File: config.mk
export PLATFORM = sky130hd
export DESIGN_NAME = dsp_sample_loader_flat
export DESIGN_NICKNAME = d
export VERILOG_FILES = /design/src/rtl/dsp_sample_loader_if.sv /design/src/rtl/dsp_sample_loader.sv /design/src/flat_wrapper.sv
export SDC_FILE = /design/constraint.sdc
export NUM_CORES = 1
export LEC_CHECK = 0
export BUFFER_PORTS_ARGS = -buffer_cell sky130_fd_sc_hd__buf_2
export CAP_MARGIN = 15
export CELL_PAD_IN_SITES_DETAIL_PLACEMENT = 1
export CELL_PAD_IN_SITES_GLOBAL_PLACEMENT = 1
export CORE_ASPECT_RATIO = 0.8
export CORE_UTILIZATION = 35
export CTS_CLUSTER_DIAMETER = 60
export DETAILED_ROUTE_END_ITERATION = 12
export PLACE_DENSITY_LB_ADDON = 0.1
export SLEW_MARGIN = 20
export SYNTH_ARGS = -nofsm -noshare
export SYNTH_HDL_FRONTEND = slang
export SYNTH_SLANG_ARGS = --single-unit
File: constraint.sdc
create_clock -name clk -period 2.5 [get_ports clk]
set_input_delay 0.375 -clock clk [delete_from_list [all_inputs] [get_ports clk]]
set_output_delay 0.375 -clock clk [all_outputs]
set_load 0.02 [all_outputs]
File: src/rtl/dsp_sample_loader_if.sv
// Bus bundle between dsp_sample_loader and its environment.
// The bundle carries three groups of signals:
//   - the sample stream (valid/ready, data, last)
//   - the data-memory write port
//   - the dsp_core start/done handshake
// The slave modport is the loader's view of the bundle.
// The master modport is the view of the sample source / memory / core side.
interface dsp_sample_loader_if #(
    parameter int ADDR_W   = 10,
    parameter int DATA_W   = 32,
    parameter int SAMPLE_W = 16
);
    logic                s_valid;
    logic                s_ready;
    logic [SAMPLE_W-1:0] s_data;
    logic                s_last;
    logic                mem_we;
    logic [ADDR_W-1:0]   mem_addr;
    logic [DATA_W-1:0]   mem_wdata;
    logic                core_start;
    logic                core_done;

    modport master (
        output s_valid, s_data, s_last, core_done,
        input  s_ready, mem_we, mem_addr, mem_wdata, core_start
    );

    modport slave (
        input  s_valid, s_data, s_last, core_done,
        output s_ready, mem_we, mem_addr, mem_wdata, core_start
    );
endinterface

File: src/rtl/dsp_sample_loader.sv
// dsp_sample_loader: loads one frame of signed samples into dsp_core data memory,
// then pulses core_start and waits for core_done before accepting the next arm.
// Optional feature macro: DSP_LOADER_PAD_EN. When it is defined, a frame that ends
// early (s_last before len samples) zero-fills the remaining words before the start.
// Reset rst is synchronous and active-low.
module dsp_sample_loader #(
    parameter int ADDR_W   = 10,
    parameter int DATA_W   = 32,
    parameter int SAMPLE_W = 16
) (
    input  logic                      clk,
    input  logic                      rst,
    input  logic                      arm,
    input  logic [ADDR_W-1:0]         cfg_base,
    input  logic [ADDR_W-1:0]         cfg_len,
    dsp_sample_loader_if.slave        bus,
    output logic                      busy,
    output logic                      frame_err,
    output logic [ADDR_W-1:0]         loaded_cnt
);

`ifdef DSP_LOADER_PAD_EN
    typedef enum logic [2:0] {IDLE, LOAD, PAD, START, RUN} state_t;
`else
    typedef enum logic [2:0] {IDLE, LOAD, START, RUN} state_t;
`endif

    state_t              state_reg, state_next;
    logic [ADDR_W-1:0]   base_reg, base_next;
    logic [ADDR_W-1:0]   len_reg, len_next;
    logic [ADDR_W-1:0]   idx_reg, idx_next;
    logic                last_seen_reg, last_seen_next;
    logic                s_ready_reg, s_ready_next;
    logic                mem_we_reg, mem_we_next;
    logic [ADDR_W-1:0]   mem_addr_reg, mem_addr_next;
    logic [DATA_W-1:0]   mem_wdata_reg, mem_wdata_next;
    logic                frame_err_reg, frame_err_next;
    logic [ADDR_W-1:0]   loaded_cnt_reg, loaded_cnt_next;

    // s_ready is only ever high in LOAD, so a handshake implies LOAD.
    logic                hs;
    // One extra bit keeps the idx+1 compare against len exact at the top of the range.
    logic [ADDR_W:0]     idx_inc;
    logic [ADDR_W:0]     len_ext;

    assign hs      = bus.s_valid & s_ready_reg;
    assign idx_inc = {1'b0, idx_reg} + {{ADDR_W{1'b0}}, 1'b1};
    assign len_ext = {1'b0, len_reg};

    assign bus.s_ready    = s_ready_reg;
    assign bus.mem_we     = mem_we_reg;
    assign bus.mem_addr   = mem_addr_reg;
    assign bus.mem_wdata  = mem_wdata_reg;
    // START is entered only after the cycle carrying the final write, so the
    // start pulse can never coincide with or precede a frame write.
    assign bus.core_start = (state_reg == START);
    assign busy           = (state_reg != IDLE);
    assign frame_err      = frame_err_reg;
    assign loaded_cnt     = loaded_cnt_reg;

    // Next-state and next-output logic for the frame sequencer.
    always_comb begin
        state_next      = state_reg;
        base_next       = base_reg;
        len_next        = len_reg;
        idx_next        = idx_reg;
        last_seen_next  = last_seen_reg;
        s_ready_next    = s_ready_reg;
        mem_we_next     = 1'b0;
        mem_addr_next   = mem_addr_reg;
        mem_wdata_next  = mem_wdata_reg;
        frame_err_next  = frame_err_reg;
        loaded_cnt_next = loaded_cnt_reg;

        case (state_reg)
            IDLE: begin
                if (arm) begin
                    base_next       = cfg_base;
                    len_next        = cfg_len;
                    idx_next        = '0;
                    last_seen_next  = 1'b0;
                    frame_err_next  = 1'b0;
                    loaded_cnt_next = '0;
                    if (cfg_len == '0) begin
                        state_next   = START;
                        s_ready_next = 1'b0;
                    end else begin
                        state_next   = LOAD;
                        s_ready_next = 1'b1;
                    end
                end
            end

            LOAD: begin
                // The exit test uses registered idx/last, so it fires in the cycle
                // in which the final write is on the memory port.
                if ((idx_reg == len_reg) || last_seen_reg) begin
                    s_ready_next = 1'b0;
`ifdef DSP_LOADER_PAD_EN
                    state_next   = (idx_reg == len_reg) ? START : PAD;
`else
                    state_next   = START;
`endif
                end else if (hs) begin
                    mem_we_next     = 1'b1;
                    mem_addr_next   = base_reg + idx_reg;
                    mem_wdata_next  = {{(DATA_W-SAMPLE_W){bus.s_data[SAMPLE_W-1]}}, bus.s_data};
                    idx_next        = idx_inc[ADDR_W-1:0];
                    loaded_cnt_next = loaded_cnt_reg + ADDR_W'(1);
                    if (bus.s_last) begin
                        last_seen_next = 1'b1;
                    end
                    // Mismatch: the len-th sample lacks s_last, or s_last came early.
                    if ((idx_inc == len_ext) != bus.s_last) begin
                        frame_err_next = 1'b1;
                    end
                    s_ready_next = (idx_inc < len_ext) && !bus.s_last;
                end
            end

`ifdef DSP_LOADER_PAD_EN
            PAD: begin
                if (idx_reg == len_reg) begin
                    state_next = START;
                end else begin
                    mem_we_next    = 1'b1;
                    mem_addr_next  = base_reg + idx_reg;
                    mem_wdata_next = '0;
                    idx_next       = idx_reg + ADDR_W'(1);
                end
            end
`endif

            START: begin
                state_next = RUN;
            end

            RUN: begin
                if (bus.core_done) begin
                    state_next = IDLE;
                end
            end

            default: begin
                state_next   = IDLE;
                s_ready_next = 1'b0;
            end
        endcase
    end

    // State and output registers with synchronous active-low reset.
    always_ff @(posedge clk) begin
        if (!rst) begin
            state_reg      <= IDLE;
            base_reg       <= '0;
            len_reg        <= '0;
            idx_reg        <= '0;
            last_seen_reg  <= 1'b0;
            s_ready_reg    <= 1'b0;
            mem_we_reg     <= 1'b0;
            mem_addr_reg   <= '0;
            mem_wdata_reg  <= '0;
            frame_err_reg  <= 1'b0;
            loaded_cnt_reg <= '0;
        end else begin
            state_reg      <= state_next;
            base_reg       <= base_next;
            len_reg        <= len_next;
            idx_reg        <= idx_next;
            last_seen_reg  <= last_seen_next;
            s_ready_reg    <= s_ready_next;
            mem_we_reg     <= mem_we_next;
            mem_addr_reg   <= mem_addr_next;
            mem_wdata_reg  <= mem_wdata_next;
            frame_err_reg  <= frame_err_next;
            loaded_cnt_reg <= loaded_cnt_next;
        end
    end

endmodule

File: src/flat_wrapper.sv
// flat-port wrapper written by rule: the top's interface ports become plain ports
module dsp_sample_loader_flat 
#(
    parameter int ADDR_W   = 10,
    parameter int DATA_W   = 32,
    parameter int SAMPLE_W = 16
)
  (clk, rst, arm, cfg_base, cfg_len, busy, frame_err, loaded_cnt, bus_s_valid, bus_s_data, bus_s_last, bus_core_done, bus_s_ready, bus_mem_we, bus_mem_addr, bus_mem_wdata, bus_core_start);
  dsp_sample_loader_if #(.ADDR_W(ADDR_W), .DATA_W(DATA_W), .SAMPLE_W(SAMPLE_W)) bus_i ();
  input  logic clk;
  input  logic rst;
  input  logic arm;
  input  logic [ADDR_W-1:0] cfg_base;
  input  logic [ADDR_W-1:0] cfg_len;
  output logic busy;
  output logic frame_err;
  output logic [ADDR_W-1:0] loaded_cnt;
  input wire logic [$bits(bus_i.s_valid)-1:0] bus_s_valid;
  input wire logic [$bits(bus_i.s_data)-1:0] bus_s_data;
  input wire logic [$bits(bus_i.s_last)-1:0] bus_s_last;
  input wire logic [$bits(bus_i.core_done)-1:0] bus_core_done;
  output wire logic [$bits(bus_i.s_ready)-1:0] bus_s_ready;
  output wire logic [$bits(bus_i.mem_we)-1:0] bus_mem_we;
  output wire logic [$bits(bus_i.mem_addr)-1:0] bus_mem_addr;
  output wire logic [$bits(bus_i.mem_wdata)-1:0] bus_mem_wdata;
  output wire logic [$bits(bus_i.core_start)-1:0] bus_core_start;
  assign bus_i.s_valid = bus_s_valid;
  assign bus_i.s_data = bus_s_data;
  assign bus_i.s_last = bus_s_last;
  assign bus_i.core_done = bus_core_done;
  assign bus_s_ready = bus_i.s_ready;
  assign bus_mem_we = bus_i.mem_we;
  assign bus_mem_addr = bus_i.mem_addr;
  assign bus_mem_wdata = bus_i.mem_wdata;
  assign bus_core_start = bus_i.core_start;
  dsp_sample_loader #(.ADDR_W(ADDR_W), .DATA_W(DATA_W), .SAMPLE_W(SAMPLE_W)) u_core (.clk(clk), .rst(rst), .arm(arm), .cfg_base(cfg_base), .cfg_len(cfg_len), .bus(bus_i), .busy(busy), .frame_err(frame_err), .loaded_cnt(loaded_cnt));
endmodule
# Word level (Yosys, flattened, before mapping)
# Index checks and enable logic that the tools add are counted.
[totals]
register_bits = 73
input_bits = 42
output_inout_bits = 57
word_cells = 77
[op_classes]
addsub = 3
magnitude_cmp = 1
eq_ne = 14
mux = 27
n_bitwise = 5
n_reduce_logical = 16
[op_table]
columns = ["cell", "count"]
rows = [
  ["$mux 10", 5],
  ["$pmux 10 s2", 2],
  ["$mux 1", 12],
  ["$pmux 3 s4", 1],
  ["$add 10x1->11 const B", 1],
  ["$eq 11x10->1", 1],
  ["$lt 11x10->1", 1],
  ["$add 10x1->10 const B", 1],
  ["$add 10x10->10", 1],
  ["$eq 10x10->1", 1],
  ["$logic_not 10->1", 1],
  ["$reduce_and 5->1", 2],
  ["$mux 3", 3],
  ["$reduce_and 3->1", 3],
  ["$ne 2x2->1 const B", 4],
  ["$eq 3x2->1 const B", 2],
  ["$ne 2x1->1 const B", 3],
  ["$not 1->1", 4],
  ["$pmux 1 s2", 2],
  ["$reduce_and 4->1", 1],
  ["$eq 3x1->1 const B", 1],
  ["$logic_not 3->1", 1],
  ["$ne 3x1->1 const B", 1],
  ["$pmux 1 s3", 1],
  ["11 further kinds", 11],
]

# Depth between registers and ports, before layout
# Gate-level depths: netlist (run 1).
[depth]
word_depth = 7
mapped_depth = 11
mapped_depth_nobuf = 11

# Least setup slack after synthesis (run 1)
# Ideal clock, no wire load.
[synth_path]
kind = "reg-to-reg"
startpoint = "register u_core.idx_reg[0]"
endpoint = "register u_core.frame_err_reg, in the netlist u_core.frame_err"
setup_time_ns = 0.115
t_arrival_ns = 2.221
required_time_ns = 2.385
slack_ns = 0.164
path_stages_with_launch = 12
path_buffers = 0
synth_period_minus_slack_ns = 2.336
path_cell_list = "dfxtp_1 -> ha_1 -> nand3_1 -> nor2_1 -> nand3_1 -> xnor2_1 -> ha_1 -> nand2_1 -> nor4_1 -> xnor2_1 -> a21oi_1 -> o21a_1"
[synth_via]
elab_chain_cells = 5
word_cells_on_any_way = 8
cone_classes = "add/sub: 1; eq/ne: 5; reduce/logical: 2"
[synth_rtl]
columns = ["element", "line_no", "text"]
rows = [
  ["start, declared", "dsp_sample_loader.sv:31", "logic [ADDR_W-1:0] idx_reg, idx_next;"],
  ["start signal, assigned", "dsp_sample_loader.sv:169", "idx_reg <= idx_next;"],
  ["$add 10x1->11", "dsp_sample_loader.sv:47", "assign idx_inc = {1'b0, idx_reg} + {{ADDR_W{1'b0}}, 1'b1};"],
  ["$eq 11x10->1", "dsp_sample_loader.sv:114", "if ((idx_inc == len_ext) != bus.s_last) begin"],
  ["$ne 1x1->1", "dsp_sample_loader.sv:114", ""],
  ["$ne 2x1->1 (no source line)", "n/a", ""],
  ["$reduce_and 5->1 (no source line) *", "n/a", ""],
  ["end signal, assigned", "dsp_sample_loader.sv:175", "frame_err_reg <= frame_err_next;"],
  ["end, declared", "dsp_sample_loader.sv:37", "logic frame_err_reg, frame_err_next;"],
]
# Mark *: on every way between the ends. The rest lies on a longest branch, timed or not.
# A chain may end at the register's enable or synchronous reset.

# Final worst setup path (run 1)
[layout_path]
startpoint = "register u_core.idx_reg[1]"
endpoint = "register u_core.s_ready_reg, in the netlist u_core.bus.s_ready"
[layout_via]
elab_chain_cells = 6
word_cells_on_any_way = 10
cone_classes = "add/sub: 1; order compare: 1; eq/ne: 2; mux: 3; reduce/logical: 3"
[layout_rtl]
columns = ["element", "line_no", "text"]
rows = [
  ["$add 10x1->11", "dsp_sample_loader.sv:47", ""],
  ["$lt 11x10->1", "dsp_sample_loader.sv:117", "s_ready_next = (idx_inc < len_ext) && !bus.s_last;"],
  ["$logic_and 1x1->1", "dsp_sample_loader.sv:117", ""],
  ["$mux 1", "dsp_sample_loader.sv:104", "end else if (hs) begin"],
  ["$mux 1", "dsp_sample_loader.sv:97", "if ((idx_reg == len_reg) || last_seen_reg) begin"],
  ["$pmux 1 s3", "dsp_sample_loader.sv:75", "case (state_reg)"],
  ["end signal, assigned", "dsp_sample_loader.sv:171", "s_ready_reg <= s_ready_next;"],
  ["end, declared", "dsp_sample_loader.sv:33", "logic s_ready_reg, s_ready_next;"],
]
# Parallel ways exist; a longest one is shown, timed or not. The select of a mux whose other input is x is not followed.

==> flow_metrics.env, run 1 <==
export IMPL_antennaDiodeCount=0
export IMPL_synth_warnings=0
export IMPL_p_leak_uw=0.002245
export IMPL_synth_area_sq_um=3938
export IMPL_largest_register_ffs=16
export IMPL_critPathSlowestCell="or3_1"
export IMPL_wl_um=11170
export IMPL_min_period_ns=2.402
export IMPL_num_vias=3640
export IMPL_place_congestion=0.8892
export IMPL_vias_per_cell=5.007
export IMPL_avgSynthCellArea_sq_um=8.135
export IMPL_synthCells=484
export IMPL_nets=649
export IMPL_tightest_slew_ns=0.5733
export IMPL_synth_top_cell_area_share_pct=36.61
export IMPL_rsz0062_at_grt="false"
export IMPL_fin_area_sq_um=4923
export IMPL_dpl_instance_area_sq_um=4613
export IMPL_cts_made_buffers=9
export IMPL_arrival_ns=2.60
export IMPL_cp_data_required_time_ns=2.70
export IMPL_synth_edf_count=0
export IMPL_io_pins=99
export IMPL_ff2ff_setup_slack_ns=0.1
export IMPL_drtAntennaViolNets=0
export IMPL_placementRows=34
export IMPL_grt_pass1_wl_um=18440
export IMPL_drt_initial_drc_count=187
export IMPL_core_area_sq_um=10890
export IMPL_maxSlewViolCount=0
export IMPL_synth_area_leaders="dfxtp_1 (37%), nand2_1 (10%), a21boi_0 (8.4%)"
export IMPL_die_w_um=120.6
export IMPL_grt_max_degree=48
export IMPL_hpwl_um=8667
export IMPL_setup_ws_ns=0.09796
export IMPL_htree_num_levels=3
export IMPL_fp_dieH_um=96.87
export IMPL_cts_tree="built"
export IMPL_clk_path_buf_depth=2
export IMPL_numPortBuffers=98
export IMPL_setup_viol=0
export IMPL_grt_antenna_before_repair=0
export IMPL_fmax_ghz=0.4163
export IMPL_clock_sinks=72
export IMPL_max_cap_violations=0
export IMPL_grt_pass1_vias=3670
export IMPL_crit_type="reg -> reg"
export IMPL_vdd_ir_drop_max_v=0.0004325
export IMPL_fin_skew_ns=0.005842
export IMPL_multi_input_area_sq_um=2257
export IMPL_dp_slack_ns=-0.03431
export IMPL_fin_util_pct=45.21
export IMPL_ys_types=45
export IMPL_synthFlopType="dfxtp_1"
export IMPL_fin_crit_sh_pct=96.08
export IMPL_crit_chain="ha_2 -> nand3_1 -> buf_4 -> xnor2_1 -> ha_1 -> nand4_1 -> a21oi_1 -> nor4_1 -> or3_1 -> a21oi_1 -> o21ai_0"
export IMPL_cts_setup_buffers=0
export IMPL_synth_async_reset_ratio_pct=0
export IMPL_status="completed"
export IMPL_area_growth_pct=25.04
export IMPL_wl_per_cell_um=15.37
export IMPL_final_common_cell="nand2_1"
export IMPL_hold_viol_final=0
export IMPL_worstHoldPathType="in -> reg"
export IMPL_powerDensity_nw_per_um2=776.6
export IMPL_syn_nets=553
export IMPL_max_stage_delay_ns=0.39
export IMPL_drc=0
export IMPL_startpoint_type="flop"
export IMPL_yosysSeqAreaShare_pct=36.61
export IMPL_fillers=1369
export IMPL_area_sequential_sq_um=1445
export IMPL_track_usage_pct=20.25
export IMPL_dieArea_sq_um=11680
export IMPL_start_util_pct=36.16
export IMPL_path_common_cell="a21oi_1"
export IMPL_most_common_layout_cells="nand2_1 (107), buf_2 (98), dfxtp_1 (69)"
export IMPL_yosysTopAreaCell="dfxtp_1"
export IMPL_power_uw=3824
export IMPL_drive_gt1_share_pct=26.07
export IMPL_cts_root_buffer="clkbuf_16"
export IMPL_grt_overflow=0
export IMPL_cts_hold_buf=0
export IMPL_slew_headroom_pct=61.46
export IMPL_dr_pass1_iters=4
export IMPL_worstPathMaxFanout=4
export IMPL_ys_seq_elements=72
export IMPL_clock_latency_ns=0.33
export IMPL_crit_path_end_kind="flop"
export IMPL_clk_pin_slew_ns=0.05
cells by family after synthesis:
kind of cell / after synthesis / share of synthesized area, %
AND/OR/NAND/NOR: 190 / 21.80
multiplexers: 2 / 0.5084
XOR/XNOR: 33 / 7.340
buffers and inverters: 57 / 7.340
AO/OA/AOI/OAI: 103 / 17.64
adder cells (fa/ha/maj): 27 / 8.770
flip-flops: 72 / 36.61
cells in the mapped netlist, types with 2 or more instances:
cell type and number:
nor4_1 7, buf_4 17, o211ai_1 5, ha_1 26, buf_2 8, clkbuf_1 14, and3_1 2, nand3_1 17
or4_1 8, nand4_1 5, or2_2 2, or3_1 3, mux2i_1 2, dfxtp_1 72, xnor2_1 9, a21oi_1 15
o21ai_0 17, xor2_1 24, nor2b_1 7, and2_1 3, nor3_1 4, nor2_1 21, inv_1 16, a21o_1 2
o2111ai_1 2, a31oi_1 3, nand2_1 107, o21a_1 4, o31ai_1 3, a21boi_0 44
timing repair:
item                       4_1_cts  5_1_grt
setup endpoints to repair        7       43
pin swaps                        0        1
gates resized for setup          3       12
worst max-delay path: cells and delay by family (launching register included):
family,cells,cell delay [ns]
buffers and inverters,1,0.17
DFF,1,0.35
adders and majority gates,2,0.50
xor gates and xnor gates,1,0.12
and+or+nand+nor,4,0.71
AOI/OAI and AO/OA,3,0.43
area by class of cell:
cell class	count	share of cell area, %
clock inverter	1	0.1017
tap	144	3.659
multi-input combinational	355	45.84
sequential	72	29.35
inverter	17	1.296
clock buffer	13	5.083
timing repair buffer	125	14.66
routing by layer:
layer | wire length (um) | up-vias | global-route usage (%)
met5 | 0 | - | 0
met2 | 4772 | 74 | 30.33
li1 | - | 1825 | -
met4 | 186 | 0 | 7.217
met1 | 5702 | 1725 | 28.52
met3 | 511 | 16 | 4.186
metrics by stage:
step | instances | setup TNS, ns | hold slack [ns]
after global placement | 713 | -0.03372 | 0.4466
after global routing | 727 | 0 | 0.2882
after detailed placement | 713 | -0.04782 | 0.4543
after floorplan | 484 | 0 | 0.4472
after CTS | 727 | 0 | 0.2779
final | 727 | 0 | 0.2868
power breakdown:
part / leakage [uW] / total (uW) / switching (uW) / internal [uW]
clock network: 0.000126 / 1130 / 443 / 686
logic: 0.00153 / 1310 / 807 / 506
registers: 0.000586 / 1380 / 106 / 1270
total: 0.00225 / 3820 / 1360 / 2470
final timing paths:
kind | start | to | depth (start not counted)
setup / recovery | u_core.idx_reg[1] | u_core.bus.s_ready | 11
hold reg to reg | u_core.bus.mem_wdata[13] | u_core.bus.mem_wdata[13] | 2
setup reg to reg | u_core.idx_reg[1] | u_core.bus.s_ready | 11
hold / removal | bus_s_data[2] | u_core.bus.mem_wdata[2] | 3
Power figures use the tool's default switching activity.
==> run 2: changes to the inputs <==
CORE_ASPECT_RATIO = 0.5   (was 0.8)
CTS_BUF_LIST = sky130_fd_sc_hd__clkbuf_16   (was not set)
RECOVER_POWER = 25   (was not set)
==> flow_metrics.env, run 2 (synthesis results as in run 1) <==
export IMPL_max_cap_violations=0
export IMPL_fin_area_sq_um=5069
export IMPL_ff2ff_path_depth=9
export IMPL_numPortBuffers=98
export IMPL_place_inst=718
export IMPL_fin_skew_ns=0.006488
export IMPL_wl_per_cell_um=15.97
export IMPL_fillers=1299
export IMPL_start_util_pct=37.24
export IMPL_drt_initial_drc_count=255
export IMPL_cts_made_buffers=9
export IMPL_power_uw=4277
export IMPL_core_area_sq_um=10570
export IMPL_cts_tree="built"
export IMPL_drc=26
export IMPL_grt_antenna_before_repair=0
export IMPL_crit_type="reg -> reg"
export IMPL_grt_pass1_vias=3428
export IMPL_worstHoldPathType="in -> reg"
export IMPL_min_period_ns=2.393
export IMPL_grt_max_degree=40
export IMPL_grt_overflow=0
export IMPL_rsz0062_at_grt="true"
export IMPL_io_pins=99
export IMPL_dpl_instance_area_sq_um=4676
export IMPL_hold_depth=3
export IMPL_nets=659
export IMPL_most_common_layout_cells="nand2_1 (107), dfxtp_1 (68), buf_2 (67)"
export IMPL_clock_latency_ns=0.34
export IMPL_fin_crit_sh_pct=95.73
export IMPL_wl_um=11740
export IMPL_cp_data_required_time_ns=2.77
export IMPL_track_usage_pct=20.71
export IMPL_drive_gt1_share_pct=23.87
export IMPL_dr_pass1_iters=8
export IMPL_status="finished, violations left"
export IMPL_slew_headroom_pct=42.75
export IMPL_htree_num_levels=3
export IMPL_fmax_ghz=0.4178
export IMPL_clock_sinks=72
export IMPL_grt_pass1_wl_um=18670
export IMPL_num_vias=3677
export IMPL_hold_viol_final=0
export IMPL_placementRows=26
export IMPL_failed_checks="DRC"
export IMPL_ff2ff_setup_slack_ns=0.11
export IMPL_antennaDiodeCount=0
export IMPL_tightest_slew_ns=0.8510
export IMPL_hpwl_um=8806
export IMPL_area_growth_pct=28.73
export IMPL_vias_per_cell=5.003
export IMPL_clk_path_buf_depth=2
export IMPL_instances_no_fill=735
export IMPL_worstPathMaxFanout=10
export IMPL_clk_pin_slew_ns=0.06
export IMPL_fp_dieH_um=77
export IMPL_finalSetupTns_ns=0
export IMPL_maxSlewViolCount=0
export IMPL_dieArea_sq_um=11700
export IMPL_powerDensity_nw_per_um2=843.8
export IMPL_largest_register_ffs=16
export IMPL_startpoint_type="flop"
export IMPL_drtAntennaViolNets=0
export IMPL_arrival_ns=2.67
export IMPL_setup_viol=0
export IMPL_place_congestion=0.8522
export IMPL_die_w_um=152
export IMPL_final_common_cell="nand2_1"
export IMPL_p_leak_uw=0.002200
export IMPL_crit_path_end_kind="flop"
export IMPL_cts_root_buffer="clkbuf_16"
export IMPL_vdd_ir_drop_max_v=0.0003052
[run 2: cell count changes in the layout (fill, tap and decap cells not counted), sizes merged]
cell      delta
buf         -21
clkinv       +1
inv          +1
clkinvlp     +1
bufinv       +3
clkbuf      +27
[run 2: worst paths after layout]
check                         start                endpoint
max             u_core.state_reg[1]    u_core.loaded_cnt[7]
min                     cfg_base[0]      u_core.base_reg[0]
max reg2reg     u_core.state_reg[1]    u_core.loaded_cnt[7]
min reg2reg  u_core.bus.mem_addr[8]  u_core.bus.mem_addr[8]
[run 2: cell type report]
class	count	area, sq um	area share, %
flip-flops and latches	72	1446	28.54
well taps	140	175.2	3.456
clock inverters	7	111.4	2.197
inverters	17	63.81	1.259
clock buffers	9	225.2	4.443
repair buffers	135	754.5	14.89
multi-input cells	355	2292	45.22
[run 2: what timing repair did]
item | in CTS | in global routing
endpoints found under the setup margin | 2 | 26
setup buffers | 0 | 1
pin swaps | 0 | 4
endpoints found under the hold margin | 0 | 0
gates resized for setup | 4 | 17
hold buffers | 0 | 0
[run 2: through the flow]
step | hold WS (ns) | setup WS (ns) | util (%)
after floorplan | 0.4472 | 0.1642 | -
after global placement | 0.4456 | -0.05626 | 44.22
after detailed placement | 0.4539 | -0.07115 | 44.22
after CTS | 0.2723 | 0.01990 | 47.49
after global routing | 0.2789 | -0.01265 | 47.94
final | 0.2782 | 0.1067 | 47.94
[run 2: power by group]
part	total (uW)	internal, uW	switching, uW
clock	1480	968	515
combinational	1420	570	852
sequential	1370	1270	100
total	4280	2810	1470
[run 2: worst max-delay path: stages (launching register included)]
cell and delay [ns]:
dfxtp_1 0.33, inv_1 0.09, ha_1 0.22, nor2b_1 0.16, or4_1 0.49, a31oi_2 0.20
buf_4 0.22, o2111ai_1 0.13, or3_1 0.36, a21oi_1 0.14
[run 2: routing by layer]
| metal | share of wire (%) | global-route usage [%] | up-vias | routed length (um) |
|---|---|---|---|---|
| met3 | 5.8 | 5.314 | 10 | 684 |
| met4 | 0.81 | 5.204 | 0 | 95 |
| met2 | 40 | 29.58 | 100 | 4683 |
| met5 | 0 | 0 | - | 0 |
| li1 | - | - | 1853 | - |
| met1 | 53 | 30.40 | 1714 | 6276 |
